### src/rtl/sram_port_arb.sv
// Round-robin arbiter merging N masters onto one SRAM native port.
// Ports: boot/m_* from masters, s_* to SRAM, grant/busy status.
module sram_port_arb #(
   parameter int N_MASTERS   = 2,
   parameter int ADDR_W      = 32,
   parameter int DATA_W      = 32,
   parameter int BOOT_MASTER = 1
) (
   input  logic                         clk,
   input  logic                         rst,
   input  logic                         boot,
   input  logic [N_MASTERS-1:0]         m_valid,
   input  logic [N_MASTERS*ADDR_W-1:0]  m_addr,
   input  logic [N_MASTERS*DATA_W-1:0]  m_wdata,
   input  logic [N_MASTERS*DATA_W/8-1:0] m_wstrb,
   output logic [DATA_W-1:0]            m_rdata,
   output logic [N_MASTERS-1:0]         m_ready,
   output logic                         s_valid,
   output logic [ADDR_W-1:0]            s_addr,
   output logic [DATA_W-1:0]            s_wdata,
   output logic [DATA_W/8-1:0]          s_wstrb,
   input  logic [DATA_W-1:0]            s_rdata,
   input  logic                         s_ready,
   output logic [N_MASTERS-1:0]         grant,
   output logic                         busy
);

   localparam int IW = $clog2(N_MASTERS);
   localparam int SW = DATA_W / 8;

   typedef enum logic {
      IDLE,
      BUSY
   } state_t;

   state_t          state_q;
   logic [IW-1:0]   grant_q;
   logic [IW-1:0]   last_q;
   logic            busy_q;
   logic [IW-1:0]   pick_idx;
   logic [IW-1:0]   sel;
   logic            found;
   logic            any_req;
   logic            in_busy;

   assign any_req = |m_valid;
   assign in_busy = (state_q == BUSY);

   // Boot master first while booting, else rotate from last served.
   always_comb begin
      pick_idx = '0;
      found    = 1'b0;
      if (boot && m_valid[BOOT_MASTER]) begin
         pick_idx = IW'(BOOT_MASTER);
      end else begin
         for (int k = 1; k <= N_MASTERS; k++) begin
            if (!found &&
                m_valid[(int'(last_q) + k) % N_MASTERS]) begin
               pick_idx = IW'((int'(last_q) + k) % N_MASTERS);
               found    = 1'b1;
            end
         end
      end
   end

   assign sel = in_busy ? grant_q : pick_idx;

   assign s_valid = rst & m_valid[sel];
   assign s_addr  = m_addr[int'(sel)*ADDR_W +: ADDR_W];
   assign s_wdata = m_wdata[int'(sel)*DATA_W +: DATA_W];
   assign s_wstrb = m_wstrb[int'(sel)*SW +: SW];
   assign m_rdata = s_rdata;
   assign busy    = busy_q;

   // Outputs are forced low while reset is held, not just after an edge.
   always_comb begin
      grant   = '0;
      m_ready = '0;
      for (int i = 0; i < N_MASTERS; i++) begin
         grant[i]   = rst & (in_busy | any_req) &
                      (sel == IW'(i));
         m_ready[i] = rst & s_ready & in_busy &
                      (grant_q == IW'(i));
      end
   end

   always_ff @(posedge clk or negedge rst) begin
      if (!rst) begin
         state_q <= IDLE;
         grant_q <= '0;
         last_q  <= IW'(N_MASTERS - 1);
         busy_q  <= 1'b0;
      end else begin
         unique case (state_q)
            IDLE: begin
               if (any_req) begin
                  grant_q <= pick_idx;
                  state_q <= BUSY;
                  busy_q  <= 1'b1;
               end
            end
            BUSY: begin
               if (s_ready) begin
                  last_q  <= grant_q;
                  state_q <= IDLE;
                  busy_q  <= 1'b0;
               end
            end
         endcase
      end
   end

endmodule

### config.mk
export PLATFORM = sky130hd
export DESIGN_NAME = sram_port_arb
export DESIGN_NICKNAME = d
export VERILOG_FILES = /design/src/rtl/sram_port_arb.sv
export SDC_FILE = /design/constraint.sdc
export NUM_CORES = 1
export LEC_CHECK = 0
export CORE_AREA = 2 2 110 112
export CTS_CLUSTER_DIAMETER = 40
export DETAILED_ROUTE_END_ITERATION = 6
export DIE_AREA = 0 0 112 114
export MAX_ROUTING_LAYER = met4
export PLACE_DENSITY_LB_ADDON = 0.15
export SYNTH_ARGS = -nofsm -noshare
export SYNTH_HDL_FRONTEND = slang
export SYNTH_SLANG_ARGS = --single-unit
export TNS_END_PERCENT = 1
### constraint.sdc
create_clock -name clk -period 6.1 [get_ports clk]
set_clock_uncertainty 0.15 [all_clocks]
set_input_delay 1.83 -clock clk [delete_from_list [all_inputs] [get_ports clk]]
set_output_delay 1.83 -clock clk [all_outputs]
set_load 0.01 [all_outputs]
# Word-level counts from Yosys, hierarchy flattened
# Index checks and enable logic that the tools add are counted.
[op_classes]
addsub = 2
magnitude_cmp = 3
eq_ne = 2
shifts = 3
n_mux = 20
bitwise_logic = 14
n_reduce_logical = 7
[ops]
columns = ["operator", "count"]
rows = [
  ["$shiftx 64x7->32", 2],
  ["$mux 1", 18],
  ["$and 1x1->1", 8],
  ["$shiftx 8x4->4", 1],
  ["$lt 2x3->1 const B", 2],
  ["$reduce_and 2->1", 3],
  ["$ne 2x2->1 const B", 2],
  ["$pmux 1 s2", 2],
  ["$not 1->1", 3],
  ["$add 1x1->1 const B", 2],
  ["$and 1x1->1 const A", 2],
  ["$logic_and 1x1->1", 2],
  ["$lt 1x2->1 const B", 1],
  ["$reduce_or 2->1", 1],
  ["$logic_not 1->1", 1],
  ["$or 1x1->1", 1],
]
[totals]
regBits = 4
out_inout_bits = 106
wordCells = 55

# Logic depth before layout (Yosys ltp)
[depth]
depth_word = 15
depth_mapped = 7

# Least setup slack after synthesis
# OpenSTA, ideal clock, no wires.
[synth_timing]
path_type = "input port to output port"
startpoint = "input boot"
endpoint = "output s_wdata[0]"
arrival_time_ps = 2890
required_ps = 4120
slack_ps = 1230
stages = 6
path_cell_list = "nand3b_1 a22o_1 buf_6 buf_6 buf_6 mux2_4"
[synth_via]
elab_chain_len = 4
[synth_rtl]
columns = ["item", "line", "source"]
rows = [
  ["start, declared", "11", "input logic boot,"],
  ["$logic_and 1x1->1", "53", "if (boot && m_valid[BOOT_MASTER]) begin"],
  ["$mux 1", "53", ""],
  ["$mux 1", "66", "assign sel = in_busy ? grant_q : pick_idx;"],
  ["$shiftx 64x7->32", "70", "assign s_wdata = m_wdata[int'(sel)*DATA_W +: DATA_W];"],
  ["end, declared", "20", "output logic [DATA_W-1:0] s_wdata,"],
]
# No other way between the ends.

# Final worst setup path
[layout_timing]
startpoint = "input m_valid[1]"
endpoint = "output s_addr[2]"
[layout_via]
elab_chain_len = 11
elab_cells_between_ends = 16
cone_classes = "shift: 1; mux: 12; reduce/logical: 3"
[layout_rtl]
columns = ["item", "line", "source"]
rows = [
  ["start, declared", "12", "input logic [N_MASTERS-1:0] m_valid,"],
  ["$mux 1 (implied by the code) (3 in a row)", "58", "m_valid[(int'(last_q) + k) % N_MASTERS]) begin"],
  ["$mux 1", "57", "if (!found &&"],
  ["$mux 1", "53", ""],
  ["$logic_not 1->1", "57", ""],
  ["$logic_and 1x1->1", "57", ""],
  ["$mux 1", "57", ""],
  ["$mux 1 *", "53", ""],
  ["$mux 1 *", "66", ""],
  ["$shiftx 64x7->32 *", "69", "assign s_addr = m_addr[int'(sel)*ADDR_W +: ADDR_W];"],
  ["end, declared", "19", "output logic [ADDR_W-1:0] s_addr,"],
]
# Mark *: on every way between the ends. The rest lies on a longest branch, timed or not. The select of a mux whose other input is x is not followed.

==> metrics.csv <==
stage,metric,value,unit
power_and_ir_drop,maximum vdd drop,0.1535,mV
critical_path,crit-path max FO,38,
global_routing,global-route wire length before repair,9.791,mm
route,DRC,0,
synthesis,post-synthesis adder-cell area fraction,0,%
synthesis,Synth async-reset ratio,100.0,%
critical_path,WS Path Type,in -> out,
clock_network,hold buffers post-CTS,0,
synthesis,largest family of logic cells by synthesized area,multiplexers,
clock_network,H-tree levels,1,
sta,fin crit share,96.38,%
floorplanning,full die area,12770,µm²
route,Routed Wire Length,7.014,mm
sta,Fin. Hold Viols,0,
critical_path,Critical Path RT,4.12,ns
final_layout,area grow syn2layout,162.6,%
power_and_ir_drop,P_sw,0.0001820,W
clock_network,Skew-Pair Late Insertion Delay,0.23,ns
clock_network,TritonCTS buffer count,3,
sta,TNS Setup,0,ns
clock_network,"Gates resized, CTS repair",0,
route,Vias,1715,
synthesis,simple-gate share of the synthesized area,5.164,%
placement,global placement routability congestion,0.7306,
route,Pre-Repair DR Iteration Count,4,
outcome,run status,"finished, final reports clean",
synthesis,Main synth FF type,dfrtp_1,
floorplanning,Die W,112,µm
hold_path,Hold Crit Class,reg -> reg,
power_and_ir_drop,P_leak,1.303,nW
global_routing,global route overflow,0,
synthesis,post-synthesis mux area share,60.00,%
global_routing,antenna violations before repair,0,
synthesis,sequential fraction of the synthesis area,7.606,%
placement,I/O Buffers,215,
synthesis,register bit total from synthesis,4,
sta,Slew @ Worst Pin,0.3354,ns
floorplanning,initial core utilization,11.38,%
final_layout,proportion of layout cells with a drive suffix above 1,23.82,%
sta,fmax,170.1,MHz
synthesis,number of flops mapped to enable cells by yosys,0,
synthesis,synthesized area,1333,µm²
power_and_ir_drop,Comb pwr share,76.3,%
synthesis,syn avg cell area,9.656,µm²
synthesis,syn nets,312,
final_layout,FILL cells,1246,
critical_path,Worst Setup End Kind,primary output,
critical_path,r2r setup slk,4.95,ns
synthesis,synth top area cells,"mux2_2 50%, buf_4 18%, mux2_4 10%, dfrtp_1 5.6%, buf_6 2.5%",
clock_network,CTS sink cnt,4,
route,vias per std cell,3.680,
clock_network,setup bufs post-CTS,0,
clock_network,clk buf depth,2,
floorplanning,Std-Cell Core Area,11710,µm²
global_routing,vias in the first global route,1669,
placement,DPL Wire Length,5.940,mm
synthesis,most frequent cell after synthesis,mux2_2,
critical_path,WP data arrival,3.90,ns
sta,RSZ-0062 raised after global routing,false,
synthesis,Synth top cells by count,"59 x mux2_2, 32 x buf_4, 9 x mux2_4",
power_and_ir_drop,register share of total power,6.4,%
synthesis,Syn Inst Count,138,
synthesis,top cell type by total area after synthesis,mux2_2,
sta,crit path time final,5.879,ns
sta,final setup fails,0,
global_routing,Total GRT Usage,9.886,%
clock_network,"Clk pin slew, worst setup/hold paths",0.03,ns
route,Iter 0 DRT Violations,21,
floorplanning,total I/O pin count,280,
run,Max Cap Viol,0,
floorplanning,Die H,114,µm
power_and_ir_drop,sw frac,29.60,%
synthesis,synth unique cells,19,
final_layout,final core occ,29.88,%
sta,Worst slew margin,77.64,%
power_and_ir_drop,Pwr Density,175.7,nW/µm²
clock_network,CTS Root Cell,clkbuf_16,
sta,Pins Over Slew Limit,0,
route,WL/cell,15.05,µm
route,Final ANT Viol Nets,0,
final_layout,antenna diode count,0,
synthesis,compound-gate portion of the synthesized area,4.131,%
synthesis,xor and xnor area share after synthesis,0,%
critical_path,Worst setup SP type,primary input,
synthesis,YS warnings,0,
clock_network,CTS tree,built,
final_layout,# nets final,494,
synthesis,post-synth top area share,49.86,%
floorplanning,row count,40,
power_and_ir_drop,internal power,0.0004330,W
global_routing,pin count of the biggest net entering global routing,39,
power_and_ir_drop,Clock Power Share,17.3,%
[path summary, 6_finish.rpt]
path | start | end | cells after the start
min reg2reg | busy | busy | 2
max in group asynchronous | rst | last_q | 1
max reg2reg | in_busy | busy | 3
min | busy | busy | 2
max | m_valid[1] | s_addr[2] | 6
min in group asynchronous | rst | in_busy | 1
[logic make-up after synthesis]
family | count (synthesis)
buffers and inverters | 42
multiplexers | 68
AND/OR/NAND/NOR | 15
AO/OA/AOI/OAI | 9
flip-flops | 4
[stage by stage]
stage | worst slack (ns) | cell area (µm²) | hold WS (ns) | power, W | instances
after CTS | 0.1754 | 3500 | 0.3457 | 0.0006253 | 466
after floorplan | 1.230 | 1333 | 0.3083 | 0.0002675 | 138
after detailed placement | 0.1819 | 3421 | 0.3248 | 0.0005139 | 462
final | 0.2208 | 3500 | 0.3334 | 0.0006151 | 466
after global routing | 0.1041 | 3500 | 0.3732 | 0.0006501 | 466
after global placement | 0.2084 | 3421 | 0.3261 | 0.0005167 | 462
[cell usage in the layout, fill, tap and decap left out, types with 2 or more instances in the layout]
| master | Yosys | final |
|---|---|---|
| clkdlybuf4s50_1 | 0 | 215 |
| mux2_2 | 59 | 59 |
| mux2_4 | 9 | 9 |
| nor2_1 | 5 | 5 |
| nand2_1 | 5 | 5 |
| o21ai_0 | 4 | 4 |
| dfrtp_1 | 3 | 3 |
| clkbuf_16 | 0 | 3 |
| nor2b_1 | 2 | 2 |
| a21oi_1 | 2 | 2 |
| buf_12 | 0 | 2 |
[registers in the layout, indices dropped and copies added (netlist names)]
signal,flops
last_q,1
in_busy,1
grant_q,1
busy,1
[metal layers]
layer | global-route usage (%) | wire, µm
met2 | 17.29 | 3610
met1 | 11.70 | 2670
met3 | 2.763 | 681
met5 | - | 0
met4 | 1.301 | 51
[critical path, stage by stage]
cell	delay [ns]
clkdlybuf4s50_1	0.56
nor2b_1	0.22
a22o_4	0.17
buf_12	0.22
mux2_2	0.37
clkdlybuf4s50_1	0.50
[layout make-up]
type	count	area [µm²]	share of cell area [%]
flip-flops and latches	4	101.3	2.896
multi-input cells	92	932.1	26.64
inverters	1	3.754	0.1073
repair buffers	218	2200	62.85
well taps	147	183.9	5.256
clock buffers	4	78.83	2.252
[power by group through the flow]
stage                     combinational [W]  clock (W)  sequential (W)
after CTS                          0.000477   0.000108       0.0000398
after global routing               0.000497   0.000112       0.0000411
final                              0.000469   0.000107       0.0000394
after detailed placement           0.000474          0       0.0000400
after floorplan                    0.000231          0       0.0000369
after global placement             0.000477          0       0.0000398
Power figures use the tool's default switching activity.
